[config.mk]
export PLATFORM = sky130hd
export DESIGN_NAME = plab3_mem_blocking_l2_cache_ctrl_flat
export DESIGN_NICKNAME = d
export VERILOG_FILES = /design/src/rtl/plab3_mem_blocking_l2_cache_ctrl_if.sv /design/src/rtl/plab3_mem_blocking_l2_cache_ctrl.sv /design/src/flat_wrapper.sv
export SDC_FILE = /design/constraint.sdc
export NUM_CORES = 1
export LEC_CHECK = 0
export ABC_AREA = 1
export CORE_UTILIZATION = 45
export CTS_CLUSTER_DIAMETER = 50
export DETAILED_ROUTE_END_ITERATION = 10
export MAX_ROUTING_LAYER = met4
export PLACE_DENSITY = 0.71
export REMOVE_ABC_BUFFERS = 1
export SYNTH_ARGS = -nofsm -noshare
export SYNTH_HDL_FRONTEND = slang
export SYNTH_SLANG_ARGS = --single-unit
[constraint.sdc]
create_clock -name clk -period 8.91 [get_ports clk]
set_input_delay 1.782 -clock clk [delete_from_list [all_inputs] [get_ports clk]]
set_output_delay 1.782 -clock clk [all_outputs]
set_load 0.005 [all_outputs]
[src/rtl/plab3_mem_blocking_l2_cache_ctrl_if.sv]
// Handshake bundle between the blocking L2 cache controller and its neighbours:
// cache request/response and memory request/response val/rdy pairs.
// master: the cache controller; slave: the processor side and memory side.
interface plab3_mem_blocking_l2_cache_ctrl_if;
  logic cachereq_val;
  logic cachereq_rdy;
  logic cacheresp_val;
  logic cacheresp_rdy;
  logic memreq_val;
  logic memreq_rdy;
  logic memresp_val;
  logic memresp_rdy;

  modport master (
    input  cachereq_val,
    output cachereq_rdy,
    output cacheresp_val,
    input  cacheresp_rdy,
    output memreq_val,
    input  memreq_rdy,
    input  memresp_val,
    output memresp_rdy
  );

  modport slave (
    output cachereq_val,
    input  cachereq_rdy,
    input  cacheresp_val,
    output cacheresp_rdy,
    input  memreq_val,
    output memreq_rdy,
    output memresp_val,
    input  memresp_rdy
  );
endinterface

[src/rtl/plab3_mem_blocking_l2_cache_ctrl.sv]
// Control unit for the 2-way, 32-set blocking L2 cache datapath. Sequences tag
// check, data access, dirty eviction and refill; owns valid/dirty/lru state.
// Optional feature: define PLAB3_MEM_L2_LRU_EN to pick the victim from the
// per-set lru bit when both ways are valid (otherwise way 0 is the victim).
module plab3_mem_blocking_l2_cache_ctrl #(
  parameter int unsigned p_idx_shamt = 0
) (
  input  logic                                   clk,
  input  logic                                   reset,
  plab3_mem_blocking_l2_cache_ctrl_if.master     bus,
  input  logic [2:0]                             cachereq_type,
  input  logic [31:0]                            cachereq_addr,
  input  logic                                   tag_match_0,
  input  logic                                   tag_match_1,
  output logic                                   cachereq_en,
  output logic                                   memresp_en,
  output logic                                   is_refill,
  output logic                                   tag_array_0_wen,
  output logic                                   tag_array_0_ren,
  output logic                                   tag_array_1_wen,
  output logic                                   tag_array_1_ren,
  output logic                                   data_array_wen,
  output logic                                   data_array_ren,
  output logic                                   read_data_reg_en,
  output logic                                   read_tag_reg_en,
  output logic                                   way_sel,
  output logic [15:0]                            data_array_wben,
  output logic [1:0]                             read_byte_sel,
  output logic [1:0]                             amo_sel,
  output logic [2:0]                             memreq_type,
  output logic [2:0]                             cacheresp_type
);

  typedef enum logic [3:0] {
    StIdle, StTc, StInit, StRd, StWr, StAmoRd, StAmoWr,
    StEvp, StEvq, StEvw, StRfq, StRfw, StRfu, StWait
  } state_e;

  state_e            state_q;
  logic              way_q;
  logic [31:0][1:0]  valid_q;
  logic [31:0][1:0]  dirty_q;
`ifdef PLAB3_MEM_L2_LRU_EN
  logic [31:0]       lru_q;
`endif

  logic [4:0] idx;
  logic [1:0] wo;
  logic       hit0, hit1, victim, victim_dirty;
  logic       unused_addr;

  assign idx          = cachereq_addr[4+p_idx_shamt +: 5];
  assign wo           = cachereq_addr[3:2];
  assign hit0         = valid_q[idx][0] & tag_match_0;
  assign hit1         = valid_q[idx][1] & tag_match_1;
  assign unused_addr  = ^cachereq_addr;
  assign victim_dirty = valid_q[idx][victim] & dirty_q[idx][victim];

  // Victim: first invalid way, else the replacement choice.
  always_comb begin
    victim = 1'b0;
    if (valid_q[idx][0] && !valid_q[idx][1]) begin
      victim = 1'b1;
    end else if (valid_q[idx][0] && valid_q[idx][1]) begin
`ifdef PLAB3_MEM_L2_LRU_EN
      victim = lru_q[idx];
`else
      victim = 1'b0;
`endif
    end
  end

  // State, selected way and per-set valid/dirty/lru bookkeeping.
  always_ff @(posedge clk or posedge reset) begin
    if (reset) begin
      state_q <= StIdle;
      way_q   <= 1'b0;
      valid_q <= '0;
      dirty_q <= '0;
`ifdef PLAB3_MEM_L2_LRU_EN
      lru_q   <= '0;
`endif
    end else begin
      unique case (state_q)
        StIdle:  if (bus.cachereq_val) state_q <= StTc;
        StTc: begin
          if (cachereq_type == 3'd2) begin
            way_q   <= victim;
            state_q <= StInit;
          end else if (hit0 || hit1) begin
            way_q <= ~hit0;
            case (cachereq_type)
              3'd1:             state_q <= StWr;
              3'd3, 3'd4, 3'd5: state_q <= StAmoRd;
              default:          state_q <= StRd;
            endcase
          end else begin
            way_q   <= victim;
            state_q <= victim_dirty ? StEvp : StRfq;
          end
        end
        StInit: begin
          valid_q[idx][way_q] <= 1'b1;
          dirty_q[idx][way_q] <= 1'b0;
          state_q             <= StWait;
        end
        StRd:    state_q <= StWait;
        StWr: begin
          dirty_q[idx][way_q] <= 1'b1;
          state_q             <= StWait;
        end
        StAmoRd: state_q <= StAmoWr;
        StAmoWr: begin
          dirty_q[idx][way_q] <= 1'b1;
          state_q             <= StWait;
        end
        StEvp:   state_q <= StEvq;
        StEvq:   if (bus.memreq_rdy) state_q <= StEvw;
        StEvw:   if (bus.memresp_val) state_q <= StRfq;
        StRfq:   if (bus.memreq_rdy) state_q <= StRfw;
        StRfw:   if (bus.memresp_val) state_q <= StRfu;
        StRfu: begin
          valid_q[idx][way_q] <= 1'b1;
          dirty_q[idx][way_q] <= 1'b0;
          state_q             <= StTc;
        end
        StWait: begin
`ifdef PLAB3_MEM_L2_LRU_EN
          lru_q[idx] <= ~way_q;
`endif
          if (bus.cacheresp_rdy) state_q <= StIdle;
        end
        default: state_q <= StIdle;
      endcase
    end
  end

  // Moore decode of datapath strobes and handshake outputs from the state.
  always_comb begin
    bus.cachereq_rdy  = 1'b0;
    bus.cacheresp_val = 1'b0;
    bus.memreq_val    = 1'b0;
    bus.memresp_rdy   = 1'b0;
    cachereq_en       = 1'b0;
    memresp_en        = 1'b0;
    is_refill         = 1'b0;
    tag_array_0_wen   = 1'b0;
    tag_array_0_ren   = 1'b0;
    tag_array_1_wen   = 1'b0;
    tag_array_1_ren   = 1'b0;
    data_array_wen    = 1'b0;
    data_array_ren    = 1'b0;
    read_data_reg_en  = 1'b0;
    read_tag_reg_en   = 1'b0;
    way_sel           = way_q;
    data_array_wben   = 16'h0000;
    read_byte_sel     = 2'd0;
    amo_sel           = 2'd0;
    memreq_type       = 3'd0;
    cacheresp_type    = 3'd0;
    unique case (state_q)
      StIdle: begin
        bus.cachereq_rdy = 1'b1;
        cachereq_en      = bus.cachereq_val;
      end
      StTc: begin
        tag_array_0_ren = 1'b1;
        tag_array_1_ren = 1'b1;
      end
      StInit, StRfu: begin
        is_refill       = (state_q == StRfu);
        data_array_wen  = 1'b1;
        data_array_wben = 16'hFFFF;
        tag_array_0_wen = ~way_q;
        tag_array_1_wen = way_q;
      end
      StRd, StAmoRd: begin
        data_array_ren   = 1'b1;
        read_data_reg_en = 1'b1;
        read_byte_sel    = wo;
      end
      StWr, StAmoWr: begin
        data_array_wen  = 1'b1;
        data_array_wben = 16'h000F << {wo, 2'b00};
        if (state_q == StAmoWr) begin
          case (cachereq_type)
            3'd3:    amo_sel = 2'd1;
            3'd4:    amo_sel = 2'd2;
            3'd5:    amo_sel = 2'd3;
            default: amo_sel = 2'd0;
          endcase
        end
      end
      StEvp: begin
        data_array_ren   = 1'b1;
        read_data_reg_en = 1'b1;
        read_tag_reg_en  = 1'b1;
        tag_array_0_ren  = ~way_q;
        tag_array_1_ren  = way_q;
      end
      StEvq: begin
        bus.memreq_val = 1'b1;
        memreq_type    = 3'd1;
      end
      StRfq:   bus.memreq_val = 1'b1;
      StEvw:   bus.memresp_rdy = 1'b1;
      StRfw: begin
        bus.memresp_rdy = 1'b1;
        memresp_en      = bus.memresp_val;
      end
      StWait: begin
        bus.cacheresp_val = 1'b1;
        cacheresp_type    = cachereq_type;
      end
      default: ;
    endcase
  end

endmodule

[src/flat_wrapper.sv]
// flat-port wrapper written by rule: the top's interface ports become plain ports
module plab3_mem_blocking_l2_cache_ctrl_flat 
#(
  parameter int unsigned p_idx_shamt = 0
)
  (clk, reset, cachereq_type, cachereq_addr, tag_match_0, tag_match_1, cachereq_en, memresp_en, is_refill, tag_array_0_wen, tag_array_0_ren, tag_array_1_wen, tag_array_1_ren, data_array_wen, data_array_ren, read_data_reg_en, read_tag_reg_en, way_sel, data_array_wben, read_byte_sel, amo_sel, memreq_type, cacheresp_type, bus_cachereq_val, bus_cachereq_rdy, bus_cacheresp_val, bus_cacheresp_rdy, bus_memreq_val, bus_memreq_rdy, bus_memresp_val, bus_memresp_rdy);
  plab3_mem_blocking_l2_cache_ctrl_if bus_i ();
  input  logic clk;
  input  logic reset;
  input  logic [2:0] cachereq_type;
  input  logic [31:0] cachereq_addr;
  input  logic tag_match_0;
  input  logic tag_match_1;
  output logic cachereq_en;
  output logic memresp_en;
  output logic is_refill;
  output logic tag_array_0_wen;
  output logic tag_array_0_ren;
  output logic tag_array_1_wen;
  output logic tag_array_1_ren;
  output logic data_array_wen;
  output logic data_array_ren;
  output logic read_data_reg_en;
  output logic read_tag_reg_en;
  output logic way_sel;
  output logic [15:0] data_array_wben;
  output logic [1:0] read_byte_sel;
  output logic [1:0] amo_sel;
  output logic [2:0] memreq_type;
  output logic [2:0] cacheresp_type;
  input wire logic [$bits(bus_i.cachereq_val)-1:0] bus_cachereq_val;
  output wire logic [$bits(bus_i.cachereq_rdy)-1:0] bus_cachereq_rdy;
  output wire logic [$bits(bus_i.cacheresp_val)-1:0] bus_cacheresp_val;
  input wire logic [$bits(bus_i.cacheresp_rdy)-1:0] bus_cacheresp_rdy;
  output wire logic [$bits(bus_i.memreq_val)-1:0] bus_memreq_val;
  input wire logic [$bits(bus_i.memreq_rdy)-1:0] bus_memreq_rdy;
  input wire logic [$bits(bus_i.memresp_val)-1:0] bus_memresp_val;
  output wire logic [$bits(bus_i.memresp_rdy)-1:0] bus_memresp_rdy;
  assign bus_i.cachereq_val = bus_cachereq_val;
  assign bus_cachereq_rdy = bus_i.cachereq_rdy;
  assign bus_cacheresp_val = bus_i.cacheresp_val;
  assign bus_i.cacheresp_rdy = bus_cacheresp_rdy;
  assign bus_memreq_val = bus_i.memreq_val;
  assign bus_i.memreq_rdy = bus_memreq_rdy;
  assign bus_i.memresp_val = bus_memresp_val;
  assign bus_memresp_rdy = bus_i.memresp_rdy;
  plab3_mem_blocking_l2_cache_ctrl #(.p_idx_shamt(p_idx_shamt)) u_core (.clk(clk), .reset(reset), .bus(bus_i), .cachereq_type(cachereq_type), .cachereq_addr(cachereq_addr), .tag_match_0(tag_match_0), .tag_match_1(tag_match_1), .cachereq_en(cachereq_en), .memresp_en(memresp_en), .is_refill(is_refill), .tag_array_0_wen(tag_array_0_wen), .tag_array_0_ren(tag_array_0_ren), .tag_array_1_wen(tag_array_1_wen), .tag_array_1_ren(tag_array_1_ren), .data_array_wen(data_array_wen), .data_array_ren(data_array_ren), .read_data_reg_en(read_data_reg_en), .read_tag_reg_en(read_tag_reg_en), .way_sel(way_sel), .data_array_wben(data_array_wben), .read_byte_sel(read_byte_sel), .amo_sel(amo_sel), .memreq_type(memreq_type), .cacheresp_type(cacheresp_type));
endmodule
==> results of run 1 <==
## worst max-delay path, cell delays in order
cell,delay [ns]
clkdlybuf4s50_1,0.50
inv_1,0.07
o31ai_1,0.48
clkdlybuf4s50_1,0.61
## metal layers
layer | wire length, um | part of all wire, % | global-route usage (%) | vias to the layer above
met3 | 583 | 4.1 | 3.85 | 15
met5 | 0 | 0 | - | -
met2 | 6700 | 47 | 37.0 | 108
li1 | - | - | - | 2563
met1 | 6870 | 48 | 32.4 | 2323
met4 | 226 | 1.6 | 7.36 | 0
## kinds of logic after synthesis
family | count (synthesis) | share of synthesized area, %
other | 1 | 0.0651
AO/OA/AOI/OAI | 99 | 10.5
buffers and inverters | 199 | 15.0
AND/OR/NAND/NOR | 445 | 30.6
flip-flops | 101 | 43.8
## power groups by stage
stage	Combinational [mW]	Sequential, mW	Clock, mW
after CTS	0.585	0.629	0.462
final	0.585	0.631	0.457
after global placement	0.576	0.635	0
after global routing	0.658	0.643	0.482
after floorplan	0.340	0.623	0
after detailed placement	0.583	0.638	0
## final timing paths
path | start | endpoint | depth (start not counted)
worst min register to register | u_core.valid_q[24] | u_core.valid_q[24] | 2
worst max-delay path | cachereq_addr[2] | data_array_wben[15] | 4
worst min-delay path | u_core.valid_q[24] | u_core.valid_q[24] | 2
max in group asynchronous | reset | u_core.state_q[1] | 3
worst max register to register | u_core.state_q[0] | u_core.valid_q[14] | 9
min in group asynchronous | reset | u_core.valid_q[30] | 2
## area by class of cell
| class | count | area [um2] |
|---|---|---|
| multi-input cells | 546 | 2380 |
| clock buffers | 10 | 239 |
| flip-flops and latches | 101 | 2530 |
| inverters | 151 | 569 |
| fillers | 1239 | 5610 |
| well taps | 168 | 210 |
| repair buffers | 63 | 611 |
| clock inverters | 6 | 110 |
## placed cells by master, fill, tap and decap left out, types with 3 or more instances in the layout
master           synthesis  layout
nand3_1                 21      21
o21ai_0                 51      51
nor2_2                   4       5
o21bai_1                23      23
nand2_1                314     314
dfrtp_1                101     101
or2_2                    6       6
nor3_1                  12      12
a21oi_1                  7       7
clkdlybuf4s50_1          0      56
inv_1                  145     144
inv_2                    5       5
nand2_2                  6       6
bufinv_16                0       3
a22oi_1                  9       9
clkbuf_16                0       9
nor2_1                  78      77
a31oi_1                  3       3
buf_4                   19       6
## metrics by stage
stage | setup WS (ns) | power (mW) | utilization [%] | instances | instance area (um2)
global placement | 3.73 | 1.21 | 51.4 | 1029 | 6300
global route | 3.62 | 1.78 | 54.2 | 1045 | 6650
floorplan | 4.48 | 0.963 | - | 798 | 5470
detailed placement | 3.69 | 1.22 | 51.4 | 1029 | 6300
CTS | 3.69 | 1.68 | 54.2 | 1045 | 6650
finish | 3.68 | 1.67 | 54.2 | 1045 | 6650
==> summary.txt, run 1 <==
STA
  – Final max-slew violation count: 0
  – Min Tclk post-route: 5.23 ns
  – Final period util: between 50 and 60%
  – Max Clock Skew: 0.00756 ns
  – Final number of setup-violating endpoints: 0
  – Max-slew headroom: 48.3%
  – Worst-margin pin slew: 0.776 ns
  – Min Hold Slack: approximately 0.45 ns
  – Setup TNS: 0 ns
  – RSZ-0062 raised after global routing: no
  – Hold Fails Final Rpt: 0
  – Fmax achieved: 0.191 GHz

CTS
  – PostCTS Resize Cnt: 0
  – Clk sink count: roughly 100
  – Root buffer cell: clkbuf_16
  – Later-pin clock latency in the skew report: 0.35 ns
  – Largest buffer count on any clock path: 2
  – CTS tree: yes
  – # H-tree levels: 3
  – Postcts setup bufs: 0
  – TritonCTS Buffers: 9
  – Hold_buf cts: 0
  – Clock transition at the registers of the reported paths: 0.07 ns

Setup path
  – Crit Path Max Fanout: 4
  – CP Data Required Time: 7.13 ns
  – CP endpoint kind: primary output
  – Kind of critical path: input port to primary output
  – Worst setup SP type: input port
  – Reg2reg setup slack: about 6.5 ns
  – Critical Path AT: 3.45 ns

Die
  – CORE AREA: around 12000 um2
  – Num rows: 40
  – IO Count: between 80 and 90
  – Die Height: around 120 um
  – Initial Util: between 40 and 50%
  – Die area: 13300 um2
  – Die Wd: ~120 um

GRT
  – Total GRT Usage: 24.0%
  – First-pass GRT wire length: 23.6 mm
  – Grt total ovfl: 0
  – Initial antenna violation count: 0
  – Largest net degree at the start of global routing: between 70 and 80
  – Vias in the first global route: 4741

Power and ir drop
  – Psw: between 0.5 and 0.6 mW
  – Lkg Pwr: roughly 3.4 nW
  – Clock share of power: 27.3%
  – Int Power: 1.10 mW
  – VDD IR-drop max: 0.124 mV
  – Cell Pwr Density: 252 nW/um2
  – Sw frac: 34.1%
  – Sequential Power Share: a little under two fifths
  – Logic pwr share: a little over a third

Layout
  – Antenna Cells: 0
  – Layout cell share with drive strength beyond 1: 5.47%
  – Nets@finish: 915
  – Layout area overhead: 15.3%

Drt
  – Initial DRC count: 434
  – ANT nets after route: 0
  – First drt pass iteration count: 7
  – WL final: 14.4 mm
  – Routed vias/inst: 4.79
  – DRC viols: 0
  – WL/cell: roughly 14 um
  – Vias post-DR: 5009

Place
  – DP HPWL: 9.58 mm
  – GPL Wtd Cong: slightly below 0.9
  – Number of port buffers: 57

Synthesis
  – Commonest cells post-synth: nand2_1 (314), inv_1 (145), dfrtp_1 (101), nor2_1 (78), o21ai_0 (51)
  – FFs w/ async S/R, synth: 100%
  – Unique masters post-synth: 29
  – YS warnings: 0
  – Post-synth EDFFs: 0
  – Top cells by area, synth: dfrtp_1 (44%), nand2_1 (20%), inv_1 (9.4%)
  – Ys flop type: dfrtp_1
  – Count leader, synth: nand2_1
  – Synth area leader: dfrtp_1
  – Yosys reg bits: between 100 and 150
  – Synthesized instance count: 845
  – Mapped Avg Cell Area: just under 7 um2
  – Seq/Total Area, Yosys: 43.8%
  – Post-synth top area share: a little over two fifths
  – Syn Std Cell Area: 5760 um2

Outcome
  – Outcome: completed

Flow run
  – Max-cap check violation count: 0

Hold path
  – Worst min-delay path class: flip-flop to flip-flop
Power figures use the tool's default switching activity.
==> run 2: changes to the inputs <==
==> constraint.sdc (replaced) <==
create_clock -name clk -period 5.15 [get_ports clk]
set_input_delay 1.03 -clock clk [delete_from_list [all_inputs] [get_ports clk]]
set_output_delay 1.03 -clock clk [all_outputs]
set_load 0.005 [all_outputs]
==> run 2 against run 1 <==
Clock skew up 0.0020 ns. Largest power group unchanged. Sequential cell count unchanged. Clock-buffer cell count up 2. Combinational power up 73%. Worst hold slack worse by 0.00087 ns. Cell count about the same. Total power up 70%. Register-to-register slack worse by 3.8 ns. Largest cell class unchanged. Final area down 0.23%.
==> summary.txt, run 2 (synthesis results as in run 1) <==
STA
  – Setup TNS: 0 ns
  – Hold Fails Final Rpt: 0
  – Final max-slew violation count: 0
  – Final number of setup-violating endpoints: 0
  – Worst-margin pin slew: 0.880 ns
  – Fmax achieved: 0.259 GHz
  – Max-slew headroom: 41.3%
  – RSZ-0062 raised after global routing: no
  – Min Tclk post-route: 3.86 ns
  – Final period util: between 70% and 80%
  – Max Clock Skew: 0.00954 ns

CTS
  – Hold_buf cts: 0
  – Postcts setup bufs: 0
  – Clk sink count: ~100
  – Largest buffer count on any clock path: 2
  – CTS tree: yes
  – # H-tree levels: 3
  – Later-pin clock latency in the skew report: about 0.35 ns
  – PostCTS Resize Cnt: 0
  – Root buffer cell: clkbuf_16
  – Clock transition at the registers of the reported paths: around 0.070 ns
  – TritonCTS Buffers: 9

Setup path
  – CP Data Required Time: 4.12 ns
  – CP max stage cell: clkdlybuf4s50_1
  – Kind of critical path: flip-flop to primary output
  – CP cell instances: nor2_1 -> inv_1 -> nor2_4 -> inv_1 -> o31ai_1 -> clkdlybuf4s50_1
  – R2R depth: 9
  – CP top delay family: buffers and inverters
  – Reg2reg setup slack: between 2 and 3 ns
  – CP endpoint kind: primary output
  – CP endpoint: data_array_wben[15]
  – WP depth: 6
  – Buf/Inv on CP: 3
  – Critical Path Max Stage Delay: 0.61 ns
  – Crit Path Max Fanout: 20
  – Worst setup SP type: flip-flop
  – Cell mode on critical path: inv_1
  – Critical Path AT: 2.83 ns
  – FF-to-FF Start: u_core.state_q[0]
  – Worst r2r dst: u_core.valid_q[54]
  – Critical Path Start: u_core.state_q[3]

Power and ir drop
  – VDD IR-drop max: 0.214 mV
  – Sw frac: approximately a third
  – Power, Total: 2.84 mW
  – Logic pwr share: 35.5%
  – Lkg Pwr: approximately 3.4 nW
  – Cell Pwr Density: ~430 nW/um2
  – Clock share of power: approximately a quarter
  – Sequential Power Share: 38.4%
  – Int Power: 1.87 mW
  – Psw: 0.970 mW

GRT
  – Total GRT Usage: 23.9%
  – Most Crowded Layer GR: met2
  – Initial antenna violation count: 0
  – First-pass GRT wire length: approximately 23 mm
  – M3 GR Usage: 4.11%
  – GRT met1 Usage: between 30% and 40%
  – Grt total ovfl: 0
  – Largest net degree at the start of global routing: 69
  – Met2 Use GR: a little under two fifths
  – Vias in the first global route: 4687

Die
  – IO Count: 85
  – Num rows: 40
  – Die Height: 115 um
  – Initial Util: 47.0%
  – Die area: 13300 um2
  – CORE AREA: around 12000 um2
  – Die Wd: 115 um

Layout
  – Multi-input logic area: approximately 2400 um2
  – Layout area overhead: 15.1%
  – Antenna Cells: 0
  – Finished Layout Cells: 1046
  – Commonest non-fill, non-tap cell in the layout: nand2_1
  – Sequential cell area: 2530 um2
  – Nets@finish: 916
  – Fin util: 54.1%
  – FILL cells: 1198
  – Most frequent cells in the layout: nand2_1 (314), inv_1 (144), dfrtp_1 (101)
  – Layout cell share with drive strength beyond 1: 5.47%

Drt
  – Routed vias/inst: between 4 and 5
  – ANT nets after route: 0
  – Vias post-DR: about 5000
  – WL final: 14.4 mm
  – WL/cell: 13.7 um
  – DRC viols: 0
  – Initial DRC count: 440
  – First drt pass iteration count: 5

Hold path
  – Worst min-delay path class: flip-flop to flip-flop

Flow run
  – Max-cap check violation count: 0

Place
  – DP HPWL: approximately 9.6 mm
  – GPL Wtd Cong: 0.873
  – Number of port buffers: 57
  – Placed cells: around 1000

Outcome
  – Outcome: completed
run 2: cell count changes in the layout (fill, tap and decap cells not counted), sizes merged:
cell and delta:
buf +1, clkbuf +2, clkinv +1, bufinv -1
clkinvlp -2
run 2: cell type report:
class                      instances  area share, %
sequential                       101           38.1
multi-input combinational        546           35.9
timing repair buffer              64           9.32
inverter                         151           8.58
clock buffer                      12           3.87
tap                              168           3.17
clock inverter                     4           1.06
run 2: power groups by stage:
stage                     Combinational (mW)  Sequential [mW]  Clock (mW)
after detailed placement                1.01             1.10           0
after global routing                    1.13             1.11       0.785
after global placement                 0.998             1.10           0
after CTS                               1.01             1.09       0.751
final                                   1.01             1.09       0.742
after floorplan                        0.588             1.08           0
run 2: through the flow:
stage,setup slack (ns),instance area (um2),hold WS [ns]
after floorplan,1.47,5470,0.418
after global placement,1.48,6310,0.428
after detailed placement,1.44,6310,0.434
after CTS,1.32,6630,0.451
after global routing,1.13,6630,0.473
final,1.29,6630,0.448
run 2: worst min path at each step:
stage                                   from            endpoint  cells after the start
after floorplan           u_core.valid_q[57]  u_core.valid_q[57]                      2
after global placement    u_core.valid_q[28]  u_core.valid_q[28]                      2
after detailed placement  u_core.valid_q[57]  u_core.valid_q[57]                      2
after CTS                 u_core.valid_q[25]  u_core.valid_q[25]                      2
after global routing      u_core.valid_q[24]  u_core.valid_q[24]                      2
final                     u_core.valid_q[25]  u_core.valid_q[25]                      2
run 2: metal layers:
metal  wire length [um]  vias up  part of all wire [%]
li1                   -     2571                     -
met1               6650     2279                    46
met2               6630      156                    46
met3                871       19                   6.1
met4                220        0                   1.5
met5                  0        -                     0
run 2: worst min-delay path: cells and delay by family (launching register included):
| kind | cells | cell delay [ns] |
|---|---|---|
| buf+inv | 1 | 0.04 |
| flops | 1 | 0.32 |
| simple gates | 1 | 0.05 |
